## src/rtl/ctc_pkg.sv

```systemverilog
// rtl/ctc_pkg.sv - shared word-time and instruction-field definitions for the bit-serial blocks
package ctc_pkg;

  typedef logic [5:0] word_time_t;

  localparam word_time_t T_CARRY_LAST = 6'd44;
  localparam word_time_t T_IS_FIRST   = 6'd45;
  localparam word_time_t T_IS_LAST    = 6'd54;
  localparam word_time_t T_WORD_END   = 6'd55;

  localparam logic [1:0] ITYPE_TST = 2'b00;
  localparam logic [1:0] ITYPE_JSB = 2'b01;
  localparam logic [1:0] ITYPE_BRN = 2'b11;

  localparam logic [3:0] OP_SEL  = 4'b1100 ^ 4'b1000;
  localparam logic [3:0] OP_DSEL = 4'b1101;

  // Field layout of the 10-bit instruction once shifted in LSB first.
  typedef struct packed {
    logic [2:0] tgt;
    logic       rsvd;
    logic [3:0] op;
    logic [1:0] itype;
  } instr_t;

  function automatic word_time_t next_time(input word_time_t t);
    return (t == T_WORD_END) ? 6'd0 : t + 6'd1;
  endfunction

endpackage

```

## src/rtl/rom_sel_ctl_if.sv

```systemverilog
// rtl/rom_sel_ctl_if.sv - is/sync bus and bank-select outputs of the ROM select controller
interface rom_sel_ctl_if #(
  parameter int NROM = 8,
  parameter int ROMW = 3
);
  logic            sync;
  logic            is;
  logic            carry;
  logic [NROM-1:0] rom_en;
  logic [ROMW-1:0] rom_act;
  logic            dly_pend;
  logic            sync_err;

  modport master (
    output sync, is, carry,
    input  rom_en, rom_act, dly_pend, sync_err
  );

  modport slave (
    input  sync, is, carry,
    output rom_en, rom_act, dly_pend, sync_err
  );
endinterface

```

## src/rtl/word_timer.sv

```systemverilog
// rtl/word_timer.sv - 56-state word-time counter realigned by the rising edge of sync
module word_timer
  import ctc_pkg::*;
(
  input  logic       clk,
  input  logic       rst,
  input  logic       sync,
  output word_time_t cnt,
  output logic       sync_err
);

  logic sync_q;
  logic sync_rise;

  assign sync_rise = sync & ~sync_q;

  // A misplaced sync edge is treated as T45, so the next state is T46.
  always_ff @(posedge clk) begin
    if (rst) begin
      cnt      <= '0;
      sync_q   <= 1'b0;
      sync_err <= 1'b0;
    end else begin
      sync_q <= sync;
      if (sync_rise && (cnt != T_IS_FIRST)) begin
        cnt      <= T_IS_FIRST + 6'd1;
        sync_err <= 1'b1;
      end else begin
        cnt      <= next_time(cnt);
        sync_err <= 1'b0;
      end
    end
  end

endmodule

```

## src/rtl/rom_sel_ctl.sv

```systemverilog
// rtl/rom_sel_ctl.sv - decodes serial ROM-select opcodes and drives one-hot ROM enables at word boundaries
module rom_sel_ctl
  import ctc_pkg::*;
#(
  parameter int NROM = 8,
  parameter int ROMW = 3
) (
  input  logic          cph2,
  input  logic          pon,
  rom_sel_ctl_if.slave  bus
);

  word_time_t      cnt;
  logic            sync_err;
  instr_t          ibuf;
  logic            carry_acc;
  logic [ROMW-1:0] rom_act_q;
  logic [ROMW-1:0] dly_tgt;
  logic            dly_pend_q;
  logic [NROM-1:0] rom_en_q;

  logic [ROMW-1:0] act_nxt;
  logic [ROMW-1:0] tgt_nxt;
  logic            pend_nxt;
  logic            tgt_ok;
  logic            in_is_win;

  word_timer u_timer (
    .clk      (cph2),
    .rst      (pon),
    .sync     (bus.sync),
    .cnt      (cnt),
    .sync_err (sync_err)
  );

  assign in_is_win = (cnt >= T_IS_FIRST) && (cnt <= T_IS_LAST);
  assign tgt_ok    = ({1'b0, ibuf.tgt} < 4'(NROM));

  always_comb begin
    act_nxt  = rom_act_q;
    tgt_nxt  = dly_tgt;
    pend_nxt = dly_pend_q;
    if (ibuf.itype == ITYPE_TST && ibuf.op == OP_SEL) begin
      pend_nxt = 1'b0;
      if (tgt_ok) act_nxt = ROMW'(ibuf.tgt);
    end else if (ibuf.itype == ITYPE_TST && ibuf.op == OP_DSEL) begin
      // An out-of-range delayed target disarms rather than arming a bad bank.
      pend_nxt = tgt_ok;
      if (tgt_ok) tgt_nxt = ROMW'(ibuf.tgt);
    end else if (ibuf.itype == ITYPE_JSB && dly_pend_q) begin
      act_nxt  = dly_tgt;
      pend_nxt = 1'b0;
    end else if (ibuf.itype == ITYPE_BRN && dly_pend_q && !carry_acc) begin
      act_nxt  = dly_tgt;
      pend_nxt = 1'b0;
    end
  end

  always_ff @(posedge cph2) begin
    if (pon) begin
      ibuf       <= '0;
      carry_acc  <= 1'b0;
      rom_act_q  <= '0;
      dly_tgt    <= '0;
      dly_pend_q <= 1'b0;
      rom_en_q   <= {{(NROM-1){1'b0}}, 1'b1};
    end else begin
      if (in_is_win) ibuf <= instr_t'({bus.is, ibuf[9:1]});
      if (cnt == T_WORD_END) begin
        rom_act_q  <= act_nxt;
        rom_en_q   <= {{(NROM-1){1'b0}}, 1'b1} << act_nxt;
        dly_tgt    <= tgt_nxt;
        dly_pend_q <= pend_nxt;
        carry_acc  <= 1'b0;
      end else if (cnt <= T_CARRY_LAST) begin
        carry_acc <= carry_acc | bus.carry;
      end
    end
  end

  assign bus.rom_en   = rom_en_q;
  assign bus.rom_act  = rom_act_q;
  assign bus.dly_pend = dly_pend_q;
  assign bus.sync_err = sync_err;

endmodule

```

## src/flat_wrapper.sv

```systemverilog
// flat-port wrapper written by rule: the top's interface ports become plain ports
module rom_sel_ctl_flat import ctc_pkg::*;
#(
  parameter int NROM = 8,
  parameter int ROMW = 3
)
  (cph2, pon, bus_sync, bus_is, bus_carry, bus_rom_en, bus_rom_act, bus_dly_pend, bus_sync_err);
  rom_sel_ctl_if #(.NROM(NROM), .ROMW(ROMW)) bus_i ();
  input  logic cph2;
  input  logic pon;
  input wire logic [$bits(bus_i.sync)-1:0] bus_sync;
  input wire logic [$bits(bus_i.is)-1:0] bus_is;
  input wire logic [$bits(bus_i.carry)-1:0] bus_carry;
  output wire logic [$bits(bus_i.rom_en)-1:0] bus_rom_en;
  output wire logic [$bits(bus_i.rom_act)-1:0] bus_rom_act;
  output wire logic [$bits(bus_i.dly_pend)-1:0] bus_dly_pend;
  output wire logic [$bits(bus_i.sync_err)-1:0] bus_sync_err;
  assign bus_i.sync = bus_sync;
  assign bus_i.is = bus_is;
  assign bus_i.carry = bus_carry;
  assign bus_rom_en = bus_i.rom_en;
  assign bus_rom_act = bus_i.rom_act;
  assign bus_dly_pend = bus_i.dly_pend;
  assign bus_sync_err = bus_i.sync_err;
  rom_sel_ctl #(.NROM(NROM), .ROMW(ROMW)) u_core (.cph2(cph2), .pon(pon), .bus(bus_i));
endmodule
```

## config.mk

```make
export PLATFORM = sky130hd
export DESIGN_NAME = rom_sel_ctl_flat
export DESIGN_NICKNAME = d
export VERILOG_FILES = /design/src/rtl/ctc_pkg.sv /design/src/rtl/rom_sel_ctl_if.sv /design/src/rtl/word_timer.sv /design/src/rtl/rom_sel_ctl.sv /design/src/flat_wrapper.sv
export SDC_FILE = /design/constraint.sdc
export NUM_CORES = 1
export LEC_CHECK = 0
export BUFFER_PORTS_ARGS = -buffer_cell sky130_fd_sc_hd__buf_2
export CAP_MARGIN = 20
export CORE_MARGIN = 4
export CORE_UTILIZATION = 49
export CTS_BUF_LIST = sky130_fd_sc_hd__clkbuf_4 sky130_fd_sc_hd__clkbuf_8
export DETAILED_ROUTE_END_ITERATION = 6
export PLACE_DENSITY = 0.72
export SLEW_MARGIN = 5
export SYNTH_ARGS = -nofsm -noshare
export SYNTH_HDL_FRONTEND = slang
export SYNTH_SLANG_ARGS = --single-unit
```

## constraint.sdc

```tcl
create_clock -name cph2 -period 5.52 [get_ports cph2]
set_clock_uncertainty 0.05 [all_clocks]
set_input_delay 0 -clock cph2 [delete_from_list [all_inputs] [get_ports cph2]]
set_output_delay 0 -clock cph2 [all_outputs]
set_load 0.05 [all_outputs]
```

# Word level (Yosys, flattened, before mapping)
# Cells that the tools add are included.
dict set report word_totals {
  word_cells 53
  out_inout_bits 13
  in_bits 5
  reg_bits 34
}
dict set report op_classes {
  bitwise 4
  n_eq_ne 6
  mux 11
  order_cmp 3
  addsub 1
  shift 1
  reduce_logical 14
}
# operator count
set op_table {}
lappend op_table {{less-or-equal comparator 6 bit, second input constant} 2}
lappend op_table {{2-to-1 mux 3 bit} 4}
lappend op_table {{2-to-1 mux 6 bit} 2}
lappend op_table {{left shift 1 x 3 -> 8 bit, first input constant} 1}
lappend op_table {{logical AND 1 bit} 7}
lappend op_table {{adder 6 x 1 -> 6 bit, second input constant} 1}
lappend op_table {{equality test 6 bit, second input constant} 1}
lappend op_table {{>= comparator 6 bit, second input constant} 1}
lappend op_table {{inequality test 6 bit, second input constant} 1}
lappend op_table {{2-to-1 mux 1 bit} 5}
lappend op_table {{equality test 4 x 3 -> 1 bit, second input constant} 1}
lappend op_table {{equality test 4 bit, second input constant} 1}
lappend op_table {{nonzero test 4 bit} 1}
lappend op_table {{AND reduction 3 bit} 1}
lappend op_table {{OR reduction 3 bit} 1}
lappend op_table {{equality test 2 x 1 -> 1 bit, second input constant} 1}
lappend op_table {{equality test 2 bit, second input constant} 1}
lappend op_table {{logical NOT 2 bit} 1}
lappend op_table {{NOT 1 bit} 2}
lappend op_table {{AND reduction 2 bit} 1}
lappend op_table {{OR reduction 2 bit} 1}
lappend op_table {{AND 1 bit} 1}
lappend op_table {{logical NOT 1 bit} 1}
lappend op_table {{bitwise OR 1 bit} 1}

# Depth between registers and ports, before layout
dict set report logic_depth {
  word_depth 8
  ltp_mapped 8
  ltp_nobuf 7
}

# By module
# Synthesis repeated with hierarchy kept, for this count alone.
dict set report unflattened {
  hier_cells 155
  hier_area_um2 1501.4
}
# mod seq_area_each_um2 instances area_each_um2 cells_each
set modules_own_cells {}
lappend modules_own_cells {rom_sel_ctl 520.5 1 1133.6 119}
lappend modules_own_cells {word_timer 160.2 1 367.9 36}

# Worst setup path after synthesis
# No wires, ideal clock.
dict set report synth_path {
  path_type {flip-flop to flip-flop}
  startpoint {reg u_core.u_timer.cnt[0]}
  endpoint {reg u_core.dly_tgt[0]}
  t_required_ps 5342
  t_arrival_ps 1668
  stages_incl_launch_ff 8
  setup_time_ps 128
  slack_ps 3675
  path_buffers 1
  synth_period_minus_slack_ps 1845
  cell_sequence {dfxtp_1 ha_1 nand2_1 or3_1 clkbuf_1 nor3_2 mux2i_1 nor2_1}
}
dict set report synth_via {
  elab_chain_len 2
}
# item line_no
set synth_lines {}
lappend synth_lines {{start, declared} word_timer.sv:8} ;# output word_time_t cnt,
lappend synth_lines {{start signal, assigned} word_timer.sv:26} ;# cnt <= T_IS_FIRST + 6'd1;
lappend synth_lines {{start signal, assigned} word_timer.sv:29} ;# cnt <= next_time(cnt);
lappend synth_lines {{equality test 6 bit} rom_sel_ctl.sv:69} ;# if (cnt == T_WORD_END) begin
lappend synth_lines {{AND reduction 3 bit (no source line)} n/a}
lappend synth_lines {{end signal, assigned} rom_sel_ctl.sv:72} ;# dly_tgt <= tgt_nxt;
lappend synth_lines {{end, declared} rom_sel_ctl.sv:18} ;# logic [ROMW-1:0] dly_tgt;
# Every way passes these cells.
# A chain may end at the register's enable or synchronous reset.

# Worst setup path after layout
dict set report layout_path {
  startpoint {reg u_core.u_timer.cnt[0]}
  endpoint {reg u_core.dly_tgt[1]}
}
# Same word-level chain as after synthesis.

==> run summary <==
The die is 63.9 um tall. TritonCTS created 5 clock buffers. Relative to the synthesized area, the layout overhead comes to 13.3%. The power density of the placed cells came out at approximately 250 nW/um2. For the worst setup path, the data required time is approximately 5.7 ns. In the synthesized netlist the dominant register cell turns out to be sky130_fd_sc_hd__dfxtp_1. The time the worst path needs with I/O delays and setup is 2.18 ns. The top fanout value on the critical path is 16. Summed over all nets, the switching power comes to 98.0 uW.

STA classifies the critical path endpoint as a flip-flop. The count of input and output buffers came out at 17. The post-layout utilization of the core came out at 57.2%.

VDD sags by at most between 0.0001 and 0.00015 V. The clock tree from TritonCTS is done. For this block, the initial DRC count from the detailed router was 103. The depth of the CTS H-tree is 2.

The max-cap check violation count is 0. The number of detailed-routing iterations run before antenna repair came out at 4. The count of cells along the worst hold path came out at 2. The clock edge transition at the registers on the reported setup and hold paths came out at 0.10 ns. The hold violation total from the final report is 0. After detailed placement, the total cell area comes to about 1600 um2. The library cell occupying the most area in the post-synthesis netlist is sky130_fd_sc_hd__dfxtp_1. The synthesized design contains 34 register bits.

The per-cell routed wire length came out at 12.5 um. The placement row count is 20. The final-report max-slew violation count came out at 0. The die covers 4080 um2. The worst slack at placement came out at 3.35 ns. The worst-case headroom to the max-slew limit is 47.6%. The cell-internal power is 327 uW. In the synthesized netlist, the number of instances is roughly 170. In this run the static leakage power is 0.628 nW. The final routed DRC violation total came out at 0. The initial antenna violation count was 0.

The buffer levels on the longest clock path came out at 2. The layout has 266 filler cells. In this run, flip-flops and latches consume 60.2% of the power. The combinational group share of total power came out at under 10%.

The fraction of registers with async set/reset is 0%. The total of endpoints with negative setup slack in the final report is 0. For this design the top-level I/O count stands at 18. The non-filler instance count after layout came out at roughly 230. The sequential-to-total area share from yosys stat came out at 44.5%. The total area inside the core boundary comes to 3030 um2.

For this run, the total global-route usage over all layers was measured as 15.7%. For this run the aggregate overflow at the end of global routing stands at 0. The endpoint identified for the worst register-to-register timing path is u_core.dly_tgt[1]. The total non-filler cell area in the finished layout came out at 1730 um2.

The via count of the routed design is between 1000 and 1500. The kind of critical path is reg2reg. The transition time at the pin with the least slew margin is 0.777 ns. The average via count per standard cell came out at 5.16. In the finished design, the share of the clock period the worst path needs comes to 39.4%.

The startpoint identified for the worst hold timing path is pon. The flop-to-flop setup slack is around 3.3 ns. The number of global-route vias before repair is 1184. The count of nets left with antenna violations after detail routing is 0. A synthesized cell averages 9.27 um2.

The top cell type by area accounts for between 40 and 50% of the synthesized area. The maximum number of pins on one net before global-route repair is 36. The post-route netlist has approximately 21% of its cells at a drive strength greater than 1. The highest attainable clock frequency is roughly 0.46 GHz. The footprint of the flip-flops and latches is 681 um2.

The final weighted congestion in routability-driven placement came out at 0.872. The repair_antennas step left the layout with diodes totalling 0. The startpoint identified for the worst register-to-register timing path is u_core.u_timer.cnt[0]. The die is roughly 64 um wide. The clock network is responsible for 34.3% of the overall power. The worst path meets setup with 3.34 ns of slack.

The kind of path behind the tightest hold check is in2reg. The cell sitting at the root of the clock tree is a sky130_fd_sc_hd__clkbuf_4. The instance count after placement with tap cells included came out at 218.

The total area of multi-input combinational cells is 791 um2. The arrival time at the worst endpoint is 2.33 ns. Counting every net in the synthesized netlist gives approximately 170. The initial utilization of the core area, before any placement, comes to 50.5%. The net switching fraction of the power is 23.1%. The critical path starts at u_core.u_timer.cnt[0].

The count of nets after finishing came out at 193. The count of cell types in the netlist is 33. The final wirelength is 2.87 mm. The detailed-placement wirelength estimate came out at roughly 2.1 mm. The clock sink count is 34. The post-cts repair resize count came out at 0. For hold timing, the worst endpoint is u_core.dly_tgt[2]. The first global-routing pass estimated 5.06 mm of wire. The warning count from the yosys run came out at 0. Setup repair after global routing left no endpoint under its margin. The synthesized netlist occupies a cell area of 1530 um2. Ranked by total cell area, the synthesized netlist is headed by sky130_fd_sc_hd__dfxtp_1 (45%), sky130_fd_sc_hd__mux2i_1 (8.5%), sky130_fd_sc_hd__nor2_1 (4.9%), sky130_fd_sc_hd__a31oi_4 (4.2%), sky130_fd_sc_hd__nand2_1 (3.9%). The startpoint type of the worst setup path is a flip-flop.

Summed over all failing endpoints, the final setup total negative slack is 0 ns. The insertion delay of the later-clocked pin in the worst-skew pair came out at 0.33 ns. Yosys mapped a number of flops with a built-in enable equal to 0.

The path depth of the worst reg2reg path came out at 6. The flow ran to the end, and the final reports show no timing, DRC or antenna violations.
## metrics by stage
step | hold slack [ns] | total power, mW
finish | 0.101 | 0.425
global route | 0.117 | 0.447
CTS | 0.0942 | 0.430
detailed placement | 0.203 | 0.284
global placement | 0.181 | 0.282
floorplan | 0.0782 | 0.278
## flip-flops by register name (all words and copies together) (netlist names)
| name | cells |
|---|---|
| u_core.dly_tgt | 3 |
| u_core.u_timer.sync_err | 1 |
| u_core.bus.rom_en | 8 |
| u_core.carry_acc | 1 |
| u_core.u_timer.sync_q | 1 |
| u_core.bus.rom_act | 3 |
| u_core.bus.dly_pend | 1 |
| u_core.ibuf | 10 |
| u_core.u_timer.cnt | 6 |
## repair_timing
item / 4_1_cts / 5_1_grt
hold endpoints to repair: 3 / 0
setup buffers: 0 / 0
hold buffers: 3 / 0
## placed cells by master, fill, tap and decap left out, types with 3 or more instances in the layout
cell,n
sky130_fd_sc_hd__buf_2,17
sky130_fd_sc_hd__nor2_1,20
sky130_fd_sc_hd__nand3_1,6
sky130_fd_sc_hd__a21oi_1,8
sky130_fd_sc_hd__a31oi_4,3
sky130_fd_sc_hd__o31ai_1,4
sky130_fd_sc_hd__dlygate4sd3_1,3
sky130_fd_sc_hd__o21ai_0,7
sky130_fd_sc_hd__mux2i_1,13
sky130_fd_sc_hd__clkbuf_4,6
sky130_fd_sc_hd__or2_2,3
sky130_fd_sc_hd__dfxtp_1,34
sky130_fd_sc_hd__ha_1,4
sky130_fd_sc_hd__inv_1,7
sky130_fd_sc_hd__nand3b_1,7
sky130_fd_sc_hd__nand2_1,16
sky130_fd_sc_hd__nor3_1,4
## worst max path at each step
stage,to,slack (ns)
floorplan,u_core.dly_tgt[0],3.67
global placement,u_core.dly_tgt[2],3.47
detailed placement,u_core.dly_tgt[1],3.35
CTS,u_core.dly_tgt[1],3.33
global route,u_core.dly_tgt[1],3.20
finish,u_core.dly_tgt[1],3.34
## cell families (layout without fill, tap and decap cells)
group	count (synthesis)	after routing	synth area share, %
adders and majority gates	4	4	3.27
buffers and inverters	15	35	3.76
AOI/OAI and AO/OA	31	31	16.4
xor gates and xnor gates	4	4	2.29
and+or+nand+nor	64	64	21.2
DFF	34	34	44.5
muxes	13	13	8.51
## per-layer routing
layer / vias up / part of all wire, % / GRT usage, %
met2: 20 / 49 / 26.7
met4: 0 / 2.0 / 8.63
li1: 608 / - / -
met3: 7 / 3.7 / 4.75
met1: 547 / 46 / 17.3
met5: - / 0 / 0
## critical path, cell delays in order, from the launching register on
cell	delay, ns
sky130_fd_sc_hd__dfxtp_1	0.41
sky130_fd_sc_hd__ha_1	0.24
sky130_fd_sc_hd__nand2_1	0.08
sky130_fd_sc_hd__or3_1	0.56
sky130_fd_sc_hd__nor3_2	0.41
sky130_fd_sc_hd__mux2i_1	0.24
sky130_fd_sc_hd__nor2_1	0.06
## synth_stat cells (2+ instances only)
library cell               instances
sky130_fd_sc_hd__or2_2             3
sky130_fd_sc_hd__o31ai_1           4
sky130_fd_sc_hd__nor2_1           20
sky130_fd_sc_hd__dfxtp_1          34
sky130_fd_sc_hd__nand3b_1          7
sky130_fd_sc_hd__nor3_2            2
sky130_fd_sc_hd__xnor2_1           2
sky130_fd_sc_hd__nor3_1            4
sky130_fd_sc_hd__nand3_1           6
sky130_fd_sc_hd__a21oi_1           8
sky130_fd_sc_hd__o21ai_0           7
sky130_fd_sc_hd__nand2b_1          2
sky130_fd_sc_hd__nand2_1          16
sky130_fd_sc_hd__a31oi_4           3
sky130_fd_sc_hd__xor2_1            2
sky130_fd_sc_hd__mux2i_1          13
sky130_fd_sc_hd__inv_1             7
sky130_fd_sc_hd__ha_1              4
sky130_fd_sc_hd__clkbuf_1          7
## cell type report
class / instances / area share, %
clock inverters: 1 / 0.289
inverters: 7 / 1.52
well taps: 44 / 3.18
clock buffers: 7 / 3.40
repair buffers: 20 / 6.65
multi-input cells: 116 / 45.7
flip-flops and latches: 34 / 39.3
## power by group through the flow
stage	sequential, mW	combinational (mW)	clock [mW]
2_1_floorplan	0.261	0.0172	0
3_3_place_gp	0.261	0.0206	0
3_5_place_dp	0.262	0.0220	0
4_1_cts	0.256	0.0236	0.151
5_1_grt	0.257	0.0265	0.163
6_report	0.256	0.0234	0.146
Power figures use the tool's default switching activity.
